===== config.mk =====
export PLATFORM = sky130hd
export DESIGN_NAME = note_sprite_renderer
export DESIGN_NICKNAME = d
export VERILOG_FILES = /design/src/rtl/note_sprite_renderer.sv
export SDC_FILE = /design/constraint.sdc
export NUM_CORES = 1
export LEC_CHECK = 0
export CAP_MARGIN = 10
export CORE_ASPECT_RATIO = 0.7
export CORE_MARGIN = 2
export CORE_UTILIZATION = 50
export CTS_BUF_LIST = sky130_fd_sc_hd__clkbuf_8
export DETAILED_ROUTE_END_ITERATION = 12
export GPL_ROUTABILITY_DRIVEN = 0
export PLACE_DENSITY = 0.69
export SLEW_MARGIN = 20
export SYNTH_ARGS = -nofsm -noshare
export SYNTH_HDL_FRONTEND = slang
export SYNTH_SLANG_ARGS = --single-unit

===== constraint.sdc =====
create_clock -name clk -period 7.6 [get_ports clk]
set_input_delay 1.9 -clock clk [delete_from_list [all_inputs] [get_ports clk]]
set_output_delay 1.9 -clock clk [all_outputs]
set_load 0.005 [all_outputs]

===== src/rtl/note_sprite_renderer.sv =====
// Note sprite renderer: double-buffered slot table plus a 3-stage pixel pipeline.
// Stage 1 does the hit test and drives the sprite ROM address. Stage 2 waits for ROM data.
// Stage 3 registers the final ink/slot outputs.
module note_sprite_renderer #(
  parameter int unsigned SPRITE_W  = 20,
  parameter int unsigned SPRITE_H  = 30,
  parameter int unsigned NUM_SLOTS = 8
) (
  input  logic       clk,
  input  logic       reset_n,
  input  logic       wr_en,
  input  logic [2:0] wr_slot,
  input  logic [9:0] wr_x,
  input  logic [9:0] wr_y,
  input  logic       wr_vis,
  input  logic       frame_start,
  input  logic       in_valid,
  input  logic [9:0] hcount,
  input  logic [9:0] vcount,
  output logic [9:0] rom_addr,
  input  logic       rom_pixel,
  output logic       out_valid,
  output logic       out_pix,
  output logic [2:0] out_slot
);

  logic [9:0] r_sh_x   [NUM_SLOTS];
  logic [9:0] r_sh_y   [NUM_SLOTS];
  logic       r_sh_vis [NUM_SLOTS];
  logic [9:0] r_ac_x   [NUM_SLOTS];
  logic [9:0] r_ac_y   [NUM_SLOTS];
  logic       r_ac_vis [NUM_SLOTS];

  logic       w_hit;
  logic [2:0] w_slot;
  logic [9:0] w_sel_x;
  logic [9:0] w_sel_y;
  logic [9:0] w_dx;
  logic [9:0] w_dy;
  logic [9:0] w_addr;

  logic       r_v1, r_h1;
  logic [2:0] r_s1;
  logic [9:0] r_addr1;
  logic       r_v2, r_h2;
  logic [2:0] r_s2;
  logic       r_ov, r_op;
  logic [2:0] r_os;

  // Shadow coordinates: host writes land here; last write before commit wins.
  always_ff @(posedge clk) begin
    for (int i = 0; i < NUM_SLOTS; i++) begin
      if (wr_en && wr_slot == 3'(i)) begin
        r_sh_x[i] <= wr_x;
        r_sh_y[i] <= wr_y;
      end
    end
  end

  // Shadow visibility: cleared by reset so nothing draws until rewritten.
  always_ff @(posedge clk) begin
    for (int i = 0; i < NUM_SLOTS; i++) begin
      if (!reset_n) begin
        r_sh_vis[i] <= 1'b0;
      end else if (wr_en && wr_slot == 3'(i)) begin
        r_sh_vis[i] <= wr_vis;
      end
    end
  end

  // Active coordinates: whole-table commit, forwarding a same-cycle write.
  always_ff @(posedge clk) begin
    for (int i = 0; i < NUM_SLOTS; i++) begin
      if (frame_start) begin
        if (wr_en && wr_slot == 3'(i)) begin
          r_ac_x[i] <= wr_x;
          r_ac_y[i] <= wr_y;
        end else begin
          r_ac_x[i] <= r_sh_x[i];
          r_ac_y[i] <= r_sh_y[i];
        end
      end
    end
  end

  // Active visibility: same commit/forwarding rule, cleared by reset.
  always_ff @(posedge clk) begin
    for (int i = 0; i < NUM_SLOTS; i++) begin
      if (!reset_n) begin
        r_ac_vis[i] <= 1'b0;
      end else if (frame_start) begin
        r_ac_vis[i] <= (wr_en && wr_slot == 3'(i)) ? wr_vis : r_sh_vis[i];
      end
    end
  end

  // Hit test in 11 bits so sprites near column/row 1023 do not wrap; descending scan
  // lets the lowest matching slot win.
  always_comb begin
    w_hit   = 1'b0;
    w_slot  = 3'd0;
    w_sel_x = 10'd0;
    w_sel_y = 10'd0;
    for (int i = NUM_SLOTS - 1; i >= 0; i--) begin
      if (r_ac_vis[i] &&
          ({1'b0, hcount} >= {1'b0, r_ac_x[i]}) &&
          ({1'b0, hcount} <  {1'b0, r_ac_x[i]} + 11'(SPRITE_W)) &&
          ({1'b0, vcount} >= {1'b0, r_ac_y[i]}) &&
          ({1'b0, vcount} <  {1'b0, r_ac_y[i]} + 11'(SPRITE_H))) begin
        w_hit   = 1'b1;
        w_slot  = 3'(i);
        w_sel_x = r_ac_x[i];
        w_sel_y = r_ac_y[i];
      end
    end
  end

  // Offsets are only meaningful on a hit, where they are bounded by the sprite size.
  assign w_dx   = hcount - w_sel_x;
  assign w_dy   = vcount - w_sel_y;
  assign w_addr = w_dy * 10'(SPRITE_W) + w_dx;

  // Stage 1: register hit result and ROM address.
  always_ff @(posedge clk) begin
    if (!reset_n) begin
      r_v1    <= 1'b0;
      r_h1    <= 1'b0;
      r_s1    <= 3'd0;
      r_addr1 <= 10'd0;
    end else begin
      r_v1    <= in_valid;
      r_h1    <= in_valid & w_hit;
      r_s1    <= (in_valid && w_hit) ? w_slot : 3'd0;
      r_addr1 <= (in_valid && w_hit) ? w_addr : 10'd0;
    end
  end

  // Stage 2: align hit/slot/valid with ROM data.
  always_ff @(posedge clk) begin
    if (!reset_n) begin
      r_v2 <= 1'b0;
      r_h2 <= 1'b0;
      r_s2 <= 3'd0;
    end else begin
      r_v2 <= r_v1;
      r_h2 <= r_h1;
      r_s2 <= r_s1;
    end
  end

  // Stage 3: combine with ROM ink and register outputs.
  always_ff @(posedge clk) begin
    if (!reset_n) begin
      r_ov <= 1'b0;
      r_op <= 1'b0;
      r_os <= 3'd0;
    end else begin
      r_ov <= r_v2;
      r_op <= r_v2 & r_h2 & rom_pixel;
      r_os <= (r_v2 && r_h2 && rom_pixel) ? r_s2 : 3'd0;
    end
  end

  assign rom_addr  = r_addr1;
  assign out_valid = r_ov;
  assign out_pix   = r_op;
  assign out_slot  = r_os;

endmodule

==> results_dict.tcl, run 1 <==
set metrics [dict create \
    period_minus_slack_ps 8040 \
    status "finished with violations" \
    yosysSeqAreaShare 0.443 \
    wl_per_cell_um 24.0 \
    grt_usage 0.291 \
    cts.clk_slew.worst_paths_ps 70 \
    grt_start_max_net_pins 72 \
    violations "setup timing" \
    worst-setup-path-type "in -> reg" \
    crit_path_max_fanout 6 \
    startpoint_type "input pin" \
    syn-cell-area_um2 23800 \
    crit_start "hcount[2]" \
    wirelength_um 73400 \
    cts-root-buf "clkbuf_8" \
    drv_cap 0 \
    dpl_cell_area_um2 26700 \
    slew_headroom 0.257 \
    power_density_nw_per_um2 210 \
    cpMaxStageDelayCell "o32ai_4" \
    clock_sinks 361 \
    crit_buf_inv 34 \
    die_x_um 265 \
    power_leakage_nw 12.2 \
    ctsHtreeMaxLevel 2 \
    grt_pass1_wl_um 110000 \
    rsz0062_at_grt "yes" \
    area.growth.synth_to_final_pct 23.1 \
    layout-drive-gt1-share 0.266 \
    cts_tree "yes" \
    cp.required_ps 8210 \
    syn_nets 2476 \
    grt_pass1_vias 18600 \
    fin_crit_sh 1.06 \
    synth_edf_count 334 \
    critPathMaxStageDelay_ps 450 \
    layout_commonest_cell "edfxtp_1" \
    final_cells 3060 \
    fmax_mhz 124 \
    die-area_um2 49500 \
    hold_viol_final 0 \
    portBuffers 64 \
    fin_nets 2800 \
    die_h_um 187 \
    setup_viol 1 \
    end_kind "flip-flop" \
    peakVddDrop_uv 240 \
    worstHoldStart "r_s2[2]" \
    finClkSkew_ps 57.9 \
    timing.critical_path.mode_cell "buf_4" \
    hpwl_um 51800 \
    synthCells 2078 \
    r2r_start "r_ac_y[1][23]" \
    final_area_um2 29300 \
    layout_common_cells "edfxtp_1 (334), ha_1 (312), buf_4 (224)" \
    tightest_slew_ps 1110 \
    synth.avg_cell_area_um2 11.5 \
    cp.arrival_ps 8650 \
    yosysWarnings 0 \
    crit_family "buffers and inverters" \
    core_um2 46700 \
    ys_ff_latch 361 \
    fillers 3582 \
    synth-main-ff-cell "edfxtp_1" \
    drv_slew 0 \
    cts_hold_buffers 0 \
    drc 0 \
    ant_nets 0 \
    setup_slack_ps -442 \
    dpl.cell_count 2881 \
    rows 66 \
    drtIter0Drc 2429 \
    cts_made_buffers 56 \
    reg2reg_setup_slack_ps -180 \
    yosysUniqueCellTypes 80 \
    num_io_pins 65 \
    num_vias 18800 \
    async_flop_share 0 \
    antenna_found_initial 0 \
    vias_per_cell 6.14 \
    clock_latency_ps 710 \
    cts.path.max_buffers 3 \
    hp-class "reg -> reg" \
    grt-ovfl-total 0 \
    initial_core_util 0.510 \
    drtPass1Iterations 9 \
]
## state kept, by name, summed over array words and instances (netlist names), 3 cells and up
register / cells
r_ac_vis: 8
r_ac_x: 80
rom_addr: 10
r_sh_x: 80
out_slot: 3
r_sh_y: 80
r_ac_y: 80
r_s2: 3
r_s1: 3
r_sh_vis: 8
## synth_stat cells (5+ instances only)
cell,number,share of area
ha_1,338,0.18
edfxtp_1,334,0.42
inv_1,193,0.030
mux2_2,160,0.076
xnor2_1,108,0.040
nor2_1,96,0.015
nand2_1,94,0.015
o21ai_0,91,0.019
a21oi_1,86,0.018
clkbuf_1,48,0.0076
nor3_1,41,0.0086
a21o_1,37,0.012
nand3_1,31,0.0065
a221oi_1,29,0.011
dfxtp_1,27,0.023
a211oi_1,23,0.0072
nand2b_1,20,0.0052
o21a_1,20,0.0063
a31oi_1,18,0.0047
nor2b_1,18,0.0047
nand4_1,17,0.0045
o2111ai_1,17,0.0062
o211ai_1,16,0.0050
o221ai_1,14,0.0051
and3_1,13,0.0034
xor2_1,13,0.0048
and2_1,12,0.0031
o31ai_1,12,0.0038
fa_1,10,0.0084
a211o_1,8,0.0029
nor4_1,7,0.0018
o21ai_1,7,0.0015
or3_1,7,0.0018
a2111oi_0,6,0.0022
and4_1,6,0.0022
mux2i_1,6,0.0025
nor3b_1,6,0.0019
o21bai_1,6,0.0019
o311ai_1,6,0.0022
or4_1,6,0.0019
buf_2,5,0.0010
o311ai_0,5,0.0018
## cell families after synthesis
family,synth area share
buf+inv,0.0406
fa+ha+maj,0.186
mux,0.0781
compound gates,0.127
xor+xnor,0.0445
flops,0.443
simple gates,0.0803
## area by class of cell
class / count / area [um^2] / share of cell area
multi-input combinational: 1463 / 13300 / 0.453
sequential: 361 / 10600 / 0.360
timing repair buffer: 323 / 2850 / 0.0970
clock buffer: 57 / 785 / 0.0267
tap: 612 / 766 / 0.0261
inverter: 197 / 746 / 0.0254
clock inverter: 46 / 323 / 0.0110
antenna: 1 / 2.50 / 0.0000853
## layer usage
| layer | routed length, um | global-route usage | vias up |
|---|---|---|---|
| met5 | 0 | 0 | - |
| met2 | 30500 | 0.426 | 957 |
| met3 | 7820 | 0.0645 | 152 |
| li1 | - | - | 8462 |
| met4 | 1830 | 0.0754 | 0 |
| met1 | 33200 | 0.435 | 9212 |
## final timing paths
check / end / cells past startpoint
worst min register to register: out_slot[2] / 1
worst min-delay path: out_slot[2] / 1
worst max-delay path: rom_addr[9] / 44
worst max register to register: rom_addr[9] / 46
## repair_timing
action,in CTS,in global routing
setup buffers,53,23
cloned,2,0
gates resized for setup,141,100
pin swaps,70,92
endpoints found under the setup margin,4,4
## power breakdown
part           total, W  switching, W  internal, W
Combinational   0.00211       0.00105      0.00106
Sequential      0.00237     0.0000851      0.00229
Clock           0.00167      0.000832     0.000841
## through the flow
stage               total power, W  setup slack [ps]  hold slack (ps)  utilization  TNS [ps]
global placement           0.00412             -1420              408        0.570     -4810
global route               0.00645              -518              452        0.628      -591
floorplan                  0.00351              -259              406            -      -259
CTS                        0.00596              -187              429        0.614      -187
finish                     0.00616              -442              428        0.628      -442
detailed placement         0.00419             -1510              413        0.570     -5220
Note: power is estimated with default switching activity, not from simulation.
==> run 2, diff against run 1 <==
--- a/config.mk
+++ b/config.mk
@@ -12,7 +12,7 @@
 export CTS_BUF_LIST = sky130_fd_sc_hd__clkbuf_8
 export DETAILED_ROUTE_END_ITERATION = 12
 export GPL_ROUTABILITY_DRIVEN = 0
-export PLACE_DENSITY = 0.69
+export PLACE_DENSITY = 0.67
 export SLEW_MARGIN = 20
 export SYNTH_ARGS = -nofsm -noshare
 export SYNTH_HDL_FRONTEND = slang
==> constraint.sdc (replaced) <==
create_clock -name clk -period 9.51 [get_ports clk]
set_input_delay 2.3775 -clock clk [delete_from_list [all_inputs] [get_ports clk]]
set_output_delay 2.3775 -clock clk [all_outputs]
set_load 0.005 [all_outputs]
==> run 2 against run 1 <==
Against the previous run:
- the run now ends clean
- global-route usage barely moved
- critical path depth fell by 11
- sequential cell count did not move
- die area did not move
- wire length fell by 1.2%
- utilization fell by 4.4 points
- register-to-register slack improved by 1700 ps
- sequential share of layout area rose by 2.7 points
- hold slack got worse by 39 ps
- critical path type unchanged
- critical endpoint unchanged
- largest power group unchanged
==> results_dict.tcl, run 2 (synthesized netlist as in run 1, its figures left out) <==
set metrics [dict create \
    status "finished clean" \
    cpMaxStageDelayCell "fa_1" \
    tightest_slew_ps 1130 \
    die_h_um 187 \
    seqPwrFrac 0.411 \
    rows 66 \
    dp_slack_ps -158 \
    ant_nets 0 \
    dpl.cell_count 2818 \
    wl_per_cell_um 24.8 \
    fmax_mhz 110 \
    drtPass1Iterations 6 \
    post_cts_buffers 0 \
    cts_made_buffers 56 \
    area.growth.synth_to_final_pct 14.5 \
    hold_path_depth 1 \
    fin_nets 2662 \
    die_x_um 265 \
    core_um2 46700 \
    hold_slack_ps 388 \
    layout_commonest_cell "ha_1" \
    clock_sinks 361 \
    drtIter0Drc 2413 \
    internal_power_w 0.00324 \
    clock_latency_ps 690 \
    drc 0 \
    die-area_um2 49500 \
    end_kind "flip-flop" \
    comb_power_share 0.283 \
    portBuffers 64 \
    grt-ovfl-total 0 \
    cts.repair.resized 0 \
    power_density_nw_per_um2 171 \
    cts_hold_buffers 0 \
    wirelength_um 72500 \
    cts.path.max_buffers 3 \
    switching_share 0.306 \
    final_cells 2922 \
    n_antenna_cell 0 \
    finClkSkew_ps 53.9 \
    period_minus_slack_ps 9080 \
    layout-drive-gt1-share 0.168 \
    clockPowerShare 0.306 \
    hp-class "reg -> reg" \
    cts.clk_slew.worst_paths_ps 70 \
    antenna_found_initial 1 \
    initial_core_util 0.510 \
    hold_viol_final 0 \
    critPathMaxStageDelay_ps 520 \
    crit_path_max_fanout 8 \
    setup_slack_ps 427 \
    peakVddDrop_uv 137 \
    hpwl_um 54800 \
    slew_headroom 0.245 \
    worst-setup-path-type "in -> reg" \
    cts_tree "yes" \
    fillers 3846 \
    setup_viol 0 \
    power_leakage_nw 11.4 \
    fin_crit_sh 0.955 \
    vias_per_cell 6.20 \
    cp.required_ps 10100 \
    cp.arrival_ps 9680 \
    r2r_cells 34 \
    drv_slew 0 \
    ctsHtreeMaxLevel 2 \
    grt_usage 0.291 \
    drv_cap 0 \
    layout_common_cells "ha_1 (338), edfxtp_1 (334), inv_1 (208)" \
    grt_start_max_net_pins 103 \
    switching_power_w 0.00143 \
    cts-root-buf "clkbuf_8" \
    grt_pass1_wl_um 107000 \
    num_vias 18100 \
    startpoint_type "input pin" \
    num_io_pins 65 \
    grt_pass1_vias 17200 \
]
-- run 2: metrics by stage --
step,total power (W),setup TNS [ps],area (um^2),utilization
floorplan,0.00277,0,23800,-
global placement,0.00321,-53.2,26100,0.558
detailed placement,0.00324,-158,26100,0.558
CTS,0.00467,0,27300,0.584
global route,0.00490,-69.9,27300,0.584
finish,0.00467,0,27300,0.584
-- run 2: final timing paths --
path	from	to	slack, ps
min reg2reg	r_s1[2]	r_s2[2]	390
max reg2reg	r_ac_y[1][31]	rom_addr[9]	1510
min	r_s1[2]	r_s2[2]	390
max	vcount[0]	rom_addr[9]	430
-- run 2: area by class of cell --
type	count	area (um^2)	area share
multi-input combinational	1463	12300	0.451
sequential	361	10600	0.387
timing repair buffer	185	1680	0.0614
tap	612	766	0.0280
inverter	197	739	0.0271
clock buffer	70	963	0.0353
clock inverter	34	267	0.00976
-- run 2: worst max-delay path, delay by kind of cell --
family,cells,cell delay (ps)
and+or+nand+nor,4,490
adders and majority gates,7,2520
buffers and inverters,7,1130
AOI/OAI and AO/OA,10,2280
xor gates and xnor gates,4,680
muxes,1,200
-- run 2: per-layer routing --
metal  part of all wire  GRT usage  vias to the layer above
li1                   -          -                     8215
met2               0.38      0.372                      966
met5                  0          0                        -
met3               0.13      0.101                      120
met4              0.020     0.0684                        0
met1               0.47      0.459                     8805
-- run 2: power groups by stage --
stage / clock [W] / sequential (W) / combinational [W]
finish: 0.00143 / 0.00192 / 0.00132
global route: 0.00152 / 0.00192 / 0.00146
CTS: 0.00145 / 0.00191 / 0.00131
detailed placement: 0 / 0.00194 / 0.00130
global placement: 0 / 0.00194 / 0.00127
floorplan: 0 / 0.00189 / 0.000873
==> run 3, diff against run 2 <==
--- a/config.mk
+++ b/config.mk
@@ -12,6 +12,7 @@
 export CTS_BUF_LIST = sky130_fd_sc_hd__clkbuf_8
 export DETAILED_ROUTE_END_ITERATION = 12
 export GPL_ROUTABILITY_DRIVEN = 0
+export GPL_TIMING_DRIVEN = 0
 export PLACE_DENSITY = 0.67
 export SLEW_MARGIN = 20
 export SYNTH_ARGS = -nofsm -noshare
==> run 3 against run 2 <==
Against the previous run:
- final area shrank 1.4%
- via count shrank 3.0%
- global-route usage shrank 1.8 points
- fmax shrank 2.9%
- sequential share of layout area grew 0.55 points
- first-iteration DRC count shrank 24%
- die area is the same
- clock-buffer cell count shrank 11
- final cell count shrank 1.5%
- wire length shrank 5.9%
- utilization shrank 0.81 points
==> results_dict.tcl, run 3 (synthesized netlist as in run 1, its figures left out) <==
set metrics [dict create \
    reg2reg_setup_slack_ps 1410 \
    power_w 0.00463 \
    cp.required_ps 10060 \
    seqPwrFrac 0.408 \
    cts_tree "yes" \
    drc 0 \
    die_x_um 265 \
    die_h_um 187 \
    cp.arrival_ps 9900 \
    grt_pass1_vias 17300 \
    power_density_nw_per_um2 172 \
    grt_pass1_wl_um 103000 \
    drv_slew 0 \
    switching_share 0.313 \
    startpoint_type "input pin" \
    fmax_mhz 107 \
    cts_made_buffers 57 \
    wl_per_cell_um 23.7 \
    portBuffers 61 \
    num_io_pins 65 \
    end_kind "flip-flop" \
    initial_core_util 0.510 \
    layout-drive-gt1-share 0.159 \
    hold_viol_final 0 \
    fin_nets 2615 \
    power_leakage_nw 11.0 \
    layout_common_cells "edfxtp_1 (334), ha_1 (333), inv_1 (201)" \
    ant_nets 0 \
    cts.clk_slew.worst_paths_ps 60 \
    hpwl_um 49200 \
    crit_path_max_fanout 10 \
    status "finished clean" \
    cpMaxStageDelayCell "clkdlybuf4s50_1" \
    area.growth.synth_to_final_pct 12.9 \
    peakVddDrop_uv 136 \
    cts.path.max_buffers 3 \
    internal_power_w 0.00318 \
    wirelength_um 68200 \
    worst-setup-path-type "in -> reg" \
    r2r_start "r_ac_x[0][22]" \
    drv_cap 0 \
    timing.critical_path.mode_cell "xnor2_1" \
    grt_start_max_net_pins 22 \
    drtPass1Iterations 5 \
    period_minus_slack_ps 9350 \
    critPathMaxStageDelay_ps 520 \
    endpoint "rom_addr[9]" \
    layout_commonest_cell "edfxtp_1" \
    cts-root-buf "clkbuf_8" \
    grt_usage 0.273 \
    setup_viol 0 \
    final_area_um2 26900 \
    slew_headroom 0.155 \
    num_vias 17600 \
    dpl_cell_area_um2 25200 \
    antenna_found_initial 0 \
    crit_start "vcount[0]" \
    comb_power_share 0.282 \
    switching_power_w 0.00145 \
    finClkSkew_ps 29.1 \
    cts_hold_buffers 0 \
    rows 66 \
    clock_sinks 361 \
    tns_ps 0 \
    tightest_slew_ps 1260 \
    hp-class "reg -> reg" \
    grt-ovfl-total 0 \
    r2r-end "rom_addr[9]" \
    fillers 3865 \
    fin_crit_sh 0.984 \
    ctsHtreeMaxLevel 2 \
    r2r_cells 33 \
    drtIter0Drc 1831 \
    clockPowerShare 0.310 \
    clock_latency_ps 650 \
    vias_per_cell 6.10 \
    core_um2 46700 \
    die-area_um2 49500 \
]
==> run 3: through the flow <==
step | cells | setup slack [ps] | hold slack [ps] | utilization
2_1_floorplan | 2078 | 785 | 406 | -
3_3_place_gp | 2751 | -2120 | 417 | 0.540
3_5_place_dp | 2751 | -2100 | 422 | 0.539
4_1_cts | 2868 | 22.9 | 441 | 0.570
5_1_grt | 2878 | -100 | 464 | 0.576
6_report | 2879 | 156 | 437 | 0.576
==> run 3: power by group through the flow <==
stage / Clock (W) / Combinational (W) / Sequential, W
2_1_floorplan: 0 / 0.000873 / 0.00189
3_3_place_gp: 0 / 0.00115 / 0.00192
3_5_place_dp: 0 / 0.00119 / 0.00192
4_1_cts: 0.00146 / 0.00123 / 0.00189
5_1_grt: 0.00153 / 0.00144 / 0.00190
6_report: 0.00144 / 0.00131 / 0.00189
==> run 3: worst min path at each step <==
stage / startpoint / to / cells after the start
finish: r_s2[2] / out_slot[2] / 1
global route: r_s2[1] / out_slot[1] / 1
CTS: r_s2[0] / out_slot[0] / 1
detailed placement: r_s2[0] / out_slot[0] / 1
global placement: r_h1 / r_h2 / 1
floorplan: r_s2[0] / out_slot[0] / 1
==> run 3: critical path: cells and delay by family <==
kind / cells / cell delay (ps)
AO/OA/AOI/OAI: 11 / 2490
adder cells (fa/ha/maj): 6 / 1850
buffers and inverters: 6 / 1230
XOR/XNOR: 5 / 990
AND/OR/NAND/NOR: 4 / 620
multiplexers: 1 / 310
==> run 3: routing by layer <==
metal / wire [um] / up-vias / global-route usage / share of wire
li1: - / 8106 / - / -
met5: 0 / - / 0 / 0
met1: 31000 / 8635 / 0.399 / 0.45
met4: 1440 / 0 / 0.0611 / 0.021
met2: 29200 / 715 / 0.411 / 0.43
met3: 6520 / 99 / 0.0669 / 0.096
==> run 3: cell type report <==
type                            instances  area, um^2  share of cell area
Tap cell                              612         766              0.0284
Sequential cell                       361       10600               0.393
Buffer                                 55         280              0.0104
Inverter                              197         747              0.0277
Timing Repair Buffer                   82         736              0.0273
Antenna cell                            1        2.50           0.0000929
Clock buffer                           59         812              0.0302
Clock inverter                         49         398              0.0148
Multi-Input combinational cell       1463       12600               0.468
==> run 3: timing repair <==
| action | 4_1_cts | 5_1_grt |
|---|---|---|
| pin swaps | 9 | 21 |
| hold endpoints to repair | 0 | 0 |
| buffers inserted | 11 | 10 |
| gates resized for setup | 68 | 45 |
| setup endpoints to repair | 4 | 1 |
